`src/rtl/ram_sync_clr_pkg.sv`:
```
`default_nettype none
// ============================================================================
// Module   : ram_sync_clr_pkg
// Purpose  : Shared types and default constants for the soft-clearable
//            synchronous RAM (ram_sync_clr) and its clear sequencer
//            (ram_clear_seq).
// Contents : state_t     - clear-sequencer state (CLEAR, IDLE)
//            DATA_W_DEF  - default word width
//            ADDR_W_DEF  - default address width
// Revision : 1.0 - initial release
// ============================================================================
package ram_sync_clr_pkg;

    localparam int DATA_W_DEF = 4;
    localparam int ADDR_W_DEF = 4;

    typedef enum logic {
        CLEAR = 1'b0,
        IDLE  = 1'b1
    } state_t;

endpackage : ram_sync_clr_pkg
`default_nettype wire

```
`src/rtl/ram_clear_seq.sv`:
```
`default_nettype none
// ============================================================================
// Module   : ram_clear_seq
// Purpose  : Clear-sweep sequencer. Walks every address once, one word per
//            cycle, issuing a zero-write strobe, then parks in IDLE until a
//            new clear request arrives. Reset starts a sweep.
// Ports    : clk      - clock, rising edge
//            rst_n    - asynchronous active-low reset
//            start    - begin a sweep (only honoured in IDLE)
//            busy     - 1 while the sweep runs
//            clr_addr - address being zeroed this cycle
//            clr_we   - zero-write strobe for clr_addr
// Revision : 1.0 - initial release
// ============================================================================
module ram_clear_seq
    import ram_sync_clr_pkg::*;
#(
    parameter int ADDR_W = ADDR_W_DEF
) (
    input  logic              clk,
    input  logic              rst_n,
    input  logic              start,
    output logic              busy,
    output logic [ADDR_W-1:0] clr_addr,
    output logic              clr_we
);

    localparam logic [ADDR_W-1:0] CNT_LAST = '1;

    state_t            state;
    state_t            state_nxt;
    logic [ADDR_W-1:0] cnt;
    logic [ADDR_W-1:0] cnt_nxt;

    always_ff @(posedge clk or negedge rst_n) begin
        if (!rst_n) begin
            state <= CLEAR;
            cnt   <= '0;
        end else begin
            state <= state_nxt;
            cnt   <= cnt_nxt;
        end
    end

    always_comb begin
        state_nxt = state;
        cnt_nxt   = cnt;
        case (state)
            CLEAR: begin
                // Last word zeroed this cycle: leave with the counter rewound
                // so the next sweep starts at address 0.
                if (cnt == CNT_LAST) begin
                    state_nxt = IDLE;
                    cnt_nxt   = '0;
                end else begin
                    cnt_nxt   = cnt + 1'b1;
                end
            end
            IDLE: begin
                if (start) begin
                    state_nxt = CLEAR;
                end
            end
            default: begin
                state_nxt = CLEAR;
                cnt_nxt   = '0;
            end
        endcase
    end

    assign busy     = (state == CLEAR);
    assign clr_we   = busy;
    assign clr_addr = cnt;

endmodule : ram_clear_seq
`default_nettype wire

```
`src/rtl/ram_sync_clr.sv`:
```
`default_nettype none
// ============================================================================
// Module   : ram_sync_clr
// Purpose  : Single-port synchronous RAM with registered read data and a
//            soft-clear sweep that zeroes every word, one per cycle. The
//            array itself has no reset; reset launches a sweep instead.
// Ports    : clk        - clock, rising edge
//            rst_n      - asynchronous active-low reset
//            cs         - chip select, qualifies a request
//            write_en   - 1 = write, 0 = read
//            addr       - word address
//            data_in    - write data
//            clr        - single-cycle soft-clear request
//            data_out   - registered read data (holds when no read)
//            rd_valid   - one-cycle pulse, the cycle after an accepted read
//            busy       - 1 while a clear sweep runs
//            parity_err - (RAM_SYNC_CLR_PARITY_EN only) stored even parity
//                         disagrees with the word read; pulses with rd_valid
// Config   : `define RAM_SYNC_CLR_PARITY_EN adds per-word parity storage and
//            the parity_err output.
// Revision : 1.0 - initial release
// ============================================================================
module ram_sync_clr
    import ram_sync_clr_pkg::*;
#(
    parameter int DATA_W = DATA_W_DEF,
    parameter int ADDR_W = ADDR_W_DEF
) (
    input  logic              clk,
    input  logic              rst_n,
    input  logic              cs,
    input  logic              write_en,
    input  logic [ADDR_W-1:0] addr,
    input  logic [DATA_W-1:0] data_in,
    input  logic              clr,
    output logic [DATA_W-1:0] data_out,
    output logic              rd_valid,
    output logic              busy
`ifdef RAM_SYNC_CLR_PARITY_EN
   ,output logic              parity_err
`endif
);

    localparam int DEPTH = 2 ** ADDR_W;

    logic [DATA_W-1:0] mem [DEPTH];
    logic [ADDR_W-1:0] clr_addr;
    logic              clr_we;
    logic              req_ok;
    logic              wr_acc;
    logic              rd_acc;
    logic              start;

    // A request only counts in IDLE, and a same-cycle clear takes priority.
    assign req_ok = cs && !clr && !busy;
    assign wr_acc = req_ok && write_en;
    assign rd_acc = req_ok && !write_en;
    assign start  = clr && !busy;

    ram_clear_seq #(
        .ADDR_W (ADDR_W)
    ) u_clear_seq (
        .clk      (clk),
        .rst_n    (rst_n),
        .start    (start),
        .busy     (busy),
        .clr_addr (clr_addr),
        .clr_we   (clr_we)
    );

    always_ff @(posedge clk) begin
        if (clr_we) begin
            mem[clr_addr] <= '0;
        end else if (wr_acc) begin
            mem[addr] <= data_in;
        end
    end

    always_ff @(posedge clk or negedge rst_n) begin
        if (!rst_n) begin
            data_out <= '0;
            rd_valid <= 1'b0;
        end else begin
            rd_valid <= rd_acc;
            if (rd_acc) begin
                data_out <= mem[addr];
            end
        end
    end

`ifdef RAM_SYNC_CLR_PARITY_EN
    logic par_mem [DEPTH];

    // Zero words carry even parity 0, so the sweep writes a consistent bit.
    always_ff @(posedge clk) begin
        if (clr_we) begin
            par_mem[clr_addr] <= 1'b0;
        end else if (wr_acc) begin
            par_mem[addr] <= ^data_in;
        end
    end

    always_ff @(posedge clk or negedge rst_n) begin
        if (!rst_n) begin
            parity_err <= 1'b0;
        end else begin
            parity_err <= rd_acc && (par_mem[addr] != (^mem[addr]));
        end
    end
`endif

endmodule : ram_sync_clr
`default_nettype wire

```
`config.mk`:
```
export PLATFORM = sky130hd
export DESIGN_NAME = ram_sync_clr
export DESIGN_NICKNAME = d
export VERILOG_FILES = /design/src/rtl/ram_sync_clr_pkg.sv /design/src/rtl/ram_clear_seq.sv /design/src/rtl/ram_sync_clr.sv
export SDC_FILE = /design/constraint.sdc
export NUM_CORES = 1
export LEC_CHECK = 0
export BUFFER_PORTS_ARGS = -buffer_cell sky130_fd_sc_hd__buf_2
export CAP_MARGIN = 20
export CORE_AREA = 2 2 86 88
export CTS_CLUSTER_SIZE = 8
export DETAILED_ROUTE_END_ITERATION = 7
export DIE_AREA = 0 0 88 90
export PLACE_DENSITY_LB_ADDON = 0.05
export SYNTH_ARGS = -nofsm -noshare
export SYNTH_HDL_FRONTEND = slang
export SYNTH_SLANG_ARGS = --single-unit
export TNS_END_PERCENT = 20
```
`constraint.sdc`:
```
create_clock -name clk -period 2.2 [get_ports clk]
set_input_delay 0.44 -clock clk [delete_from_list [all_inputs] [get_ports clk]]
set_output_delay 0.44 -clock clk [all_outputs]
set_load 0.01 [all_outputs]
```
; Yosys cells after proc, flatten, opt, wreduce, memory -nomap -nowiden
; Memory sizes are Yosys's and may differ from the RTL's. A register that Yosys moved wholly into a read port is not among the register bits.
; Cells that the tools add are included.
[totals]
ff_bits = 6
latchBits = 0
ram_bits = 64
romBits = 0
in_bits = 13
out_inout_bits = 6
wordCells = 27
mem_count = 1
[op_classes]
n_addsub = 1
mul = 0
n_div = 0
n_lt_le_gt_ge = 0
eq_ne = 1
shifts = 0
muxes = 11
n_bitwise = 1
n_reduce_logical = 9
[mem_list]
columns = name, depth, word_bits, read_ports, rd_clocked_by_memory_dff, wr, line
row1 = mem, 16, 4, 1, 1, 1, ram_sync_clr.sv:46  ; logic [DATA_W-1:0] mem [DEPTH];
[op_table]
columns = op, count
row1 = two-way mux 4 bit, 3
row2 = two-way mux 1 bit, 7
row3 = logical AND 1 bit, 5
row4 = adder 4 x 1 -> 4 bit (second input constant), 1
row5 = == test 4 bit (second input constant), 1
row6 = OR reduction 4 bit, 1
row7 = logical NOT 1 bit, 3
row8 = case mux 1 bit (2 select lines), 1
row9 = NOT 1 bit, 1

; Longest topological paths before layout
[logic_depth]
word_depth = 9
depth_mapped = 6
ltp_nobuf = 5

; Cells and area by module
; From an unflattened synthesis, not the netlist that was laid out.
[hier_totals]
hier_cells = 183
area_unflattened_um2 = 3151.8
[by_module_without_submodules]
columns = module, n_inst, cells_each, area_each_um2, seq_area_each_um2
row1 = ram_sync_clr, 1, 164, 2914.0, 2047.0
row2 = ram_clear_seq, 1, 19, 237.7, 125.1

; Worst setup path after synthesis
; Ideal clock, no wire load.
[synth_path]
path_kind = in2reg
start = input addr[1]
end = memory mem[10][0] (netlist bit) (enable)
setup_time_ns = 0.329
t_arrival_ns = 1.490
t_required_ns = 1.871
setup_slack_ns = 0.380
stages = 5
path_buffers = 2
cell_sequence = clkbuf_1 buf_2 nor3b_1 a31oi_1 nor2_1
[synth_between]
elab_chain_len = 1
[synth_lines]
columns = element, line
row1 = start: declaration, ram_sync_clr.sv:33  ; input logic [ADDR_W-1:0] addr,
row2 = two-way mux 4 bit (no source line), -
row3 = end: declaration, ram_sync_clr.sv:46
; Every way passes these cells.

; Final worst setup path
[layout_path]
start = register u_clear_seq.state
end = memory mem[4][1] (netlist bit) (enable)
[layout_between]
elab_chain_len = 7
word_cells_on_any_way = 9
cone_classes = mux: 6 / reduce/logical: 3
[layout_lines]
columns = element, line
row1 = start: declaration, ram_clear_seq.sv:30  ; state_t state;
row2 = start signal: assignment, ram_clear_seq.sv:40  ; state <= state_nxt;
row3 = logical AND 1 bit, ram_sync_clr.sv:55  ; assign req_ok = cs && !clr && !busy;
row4 = logical AND 1 bit, ram_sync_clr.sv:56  ; assign wr_acc = req_ok && write_en;
row5 = two-way mux 1 bit, ram_sync_clr.sv:74  ; end else if (wr_acc) begin
row6 = two-way mux 1 bit, ram_sync_clr.sv:72  ; if (clr_we) begin
row7 = two-way mux 1 bit (implied by the code), ram_sync_clr.sv:75  ; mem[addr] <= data_in;
row8 = OR reduction 4 bit (no source line), -
row9 = two-way mux 4 bit (no source line) / two-way mux 1 bit (equally long branches), -
; Parallel ways exist; a longest one is shown, timed or not.

==> results.txt <==
register area share after synthesis: 70.6%
RePlAce Congestion: 0.831
nature of the critical path endpoint: flip-flop
Synth Instances: 176
Layout area overhead: 17.0%
Avg WL per Cell: 19.5 um
Num CTS Buffers: 9
antenna-violating nets left: 0
Hold Path Class: in -> reg
fraction of layout cells with a size suffix above 1: 27.0%
sequential standard cell area: 2170 um^2
clock tree buffer depth: 2
outcome: finished clean
commonest cells after routing, fill and taps aside: edfxtp_1, nor2_1, buf_2, buf_4, dfrtp_1
Die Span Y: 90 um
Crit Path Class: reg -> reg
synth warn: 0
critical path required time: 2200 ps
Leak: 1.34 nW
Final Core Density: 51.3%
I/O Pins: 19
Residual DRC: 0
initial antenna violation count: 0
post-detail-place hpwl: 4400 um
Worst-path clk slew: 80 ps
Slew headroom: 63.5%
Overflow after GRT: 0
core area: 7020 um^2
FFs w/ async S/R, synth: 13.5%
multi-input combinational cell area: 848 um^2
share of the synthesized area in the top cell type: 62.5%
Critical Path AT: 1930 ps
Die Width: 88 um
final setup vio count: 0
EDFF count, synth: 64
Detailed Route Iter0 Violations: 101
Worst-Margin Slew: 545 ps
syn avg cell area: 17.5 um^2
H-tree Lvls: 3
Final Max Tran Viols: 0
Synth Flop Type: edfxtp_1
fin crit share: 87.7%
via count: 1699
Buffers on Ports: 18
setup bufs post-CTS: 0
Layout fillers: 571
post-synthesis cell type count: 32
fmax: 0.518 GHz
cell row count: 31
worst vdd ir: 0.520 mV
starting density of the core: 43.8%
CTS Root Cell: clkbuf_8
pwr/cell area: 1060 nW/um^2
largest net degree at the start of global routing: 17
TritonRoute pass-1 iters: 4
Layout Nets: 231
Die Area: 7920 um^2
CTS tree: yes
Syn Nets: 190
Final Hold Fails: 0
minimum clock period: 1930 ps
clk_lat worst skew: 340 ps
vias in the first global route: 1747
crit path max fanout: 8
gr usage total: 17.7%
Post-Route WL: 6250 um
Vias/cell: 5.29
Yosys top cell by area: edfxtp_1
first-pass GRT wire length: 9920 um
#FFs+latches synth: 74
number of max-cap violations: 0
commonest non-fill, non-tap cell in the layout: edfxtp_1
startpoint types: flip-flop
clock sink total: 74
synthesized cell area: 3080 um^2
Setup Skew: 8.36 ps
TNS Setup: 0 ps
RSZ-0062 raised after global routing: false
ant diodes: 0
Synth area leaders: edfxtp_1, dfrtp_1, mux4_1, mux4_2, nor2_1
[flip-flops by register name, summed over array words and instances, names as in the netlist]
register and count:
data_out 4, mem 64, rd_valid 1, u_clear_seq.clr_addr 4
u_clear_seq.state 1
[metrics by stage]
step	worst slack, ps	power (mW)	area, um^2	cells	hold WS (ps)
finish	271	3.81	3600	321	313
global route	98.7	4.03	3600	321	295
CTS	276	3.85	3600	321	288
detailed placement	126	2.79	3390	304	307
global placement	159	2.75	3390	304	301
floorplan	380	2.43	3080	176	144
[synth_stat cells (2+ instances only)]
cell	number
edfxtp_1	64
nor2_1	22
dfrtp_1	10
mux4_1	9
mux4_2	7
nand2_1	7
o211ai_1	6
inv_1	5
mux2i_1	5
a31oi_1	4
and2_1	4
clkbuf_1	4
nand2b_1	4
nor3_1	3
buf_2	2
nand3_1	2
nor3b_1	2
o21ai_0	2
[worst max-delay path: stages, from the launching register on]
cell	delay (ps)
dfrtp_1	490
and4b_1	380
nand2_1	90
o22a_1	250
nor2_1	380
[cell type report]
class                   count  share of cell area [%]
clock buffers              10                    3.55
repair buffers             37                    6.54
multi-input cells          90                    23.6
flip-flops and latches     74                    60.4
clock inverters             6                    2.02
inverters                   5                   0.522
well taps                  99                    3.44
[power by group]
group	switching (mW)	total, mW	internal (mW)
clock network	0.522	1.06	0.538
logic	0.474	0.812	0.338
registers	0.130	1.94	1.81
[path summary, 6_finish.rpt]
kind                              startpoint                end  slack, ps  depth (start not counted)
max                        u_clear_seq.state          mem[4][1]        270                          4
min                                      clr  u_clear_seq.state        310                          2
max reg2reg                u_clear_seq.state          mem[4][1]        270                          4
min reg2reg                      data_out[1]        data_out[1]        510                          2
max in group asynchronous              rst_n        data_out[2]       1540                          2
min in group asynchronous              rst_n        data_out[3]        470                          2
[routing by layer]
| metal | up-vias | GRT usage, % | share of wire [%] |
|---|---|---|---|
| met5 | - | 0 | 0 |
| met4 | 0 | 5.13 | 0.99 |
| met3 | 6 | 6.06 | 5.5 |
| met2 | 56 | 25.4 | 46 |
| met1 | 851 | 25.5 | 48 |
| li1 | 786 | - | - |
[what timing repair did]
action                                 CTS  global route
resized for setup                        0             0
hold buffers                             1             0
endpoints found under the hold margin   10             0
[kinds of logic (layout without fill, tap and decap cells)]
family,after synthesis,count (layout),synth area share (%)
muxes,23,23,15.3
AOI/OAI and AO/OA,18,18,4.15
buffers and inverters,12,58,1.79
xor gates and xnor gates,1,1,0.285
DFF,74,74,70.6
and+or+nand+nor,47,47,7.44
adders and majority gates,1,1,0.407
No activity file was read; power rests on OpenSTA's default activity.
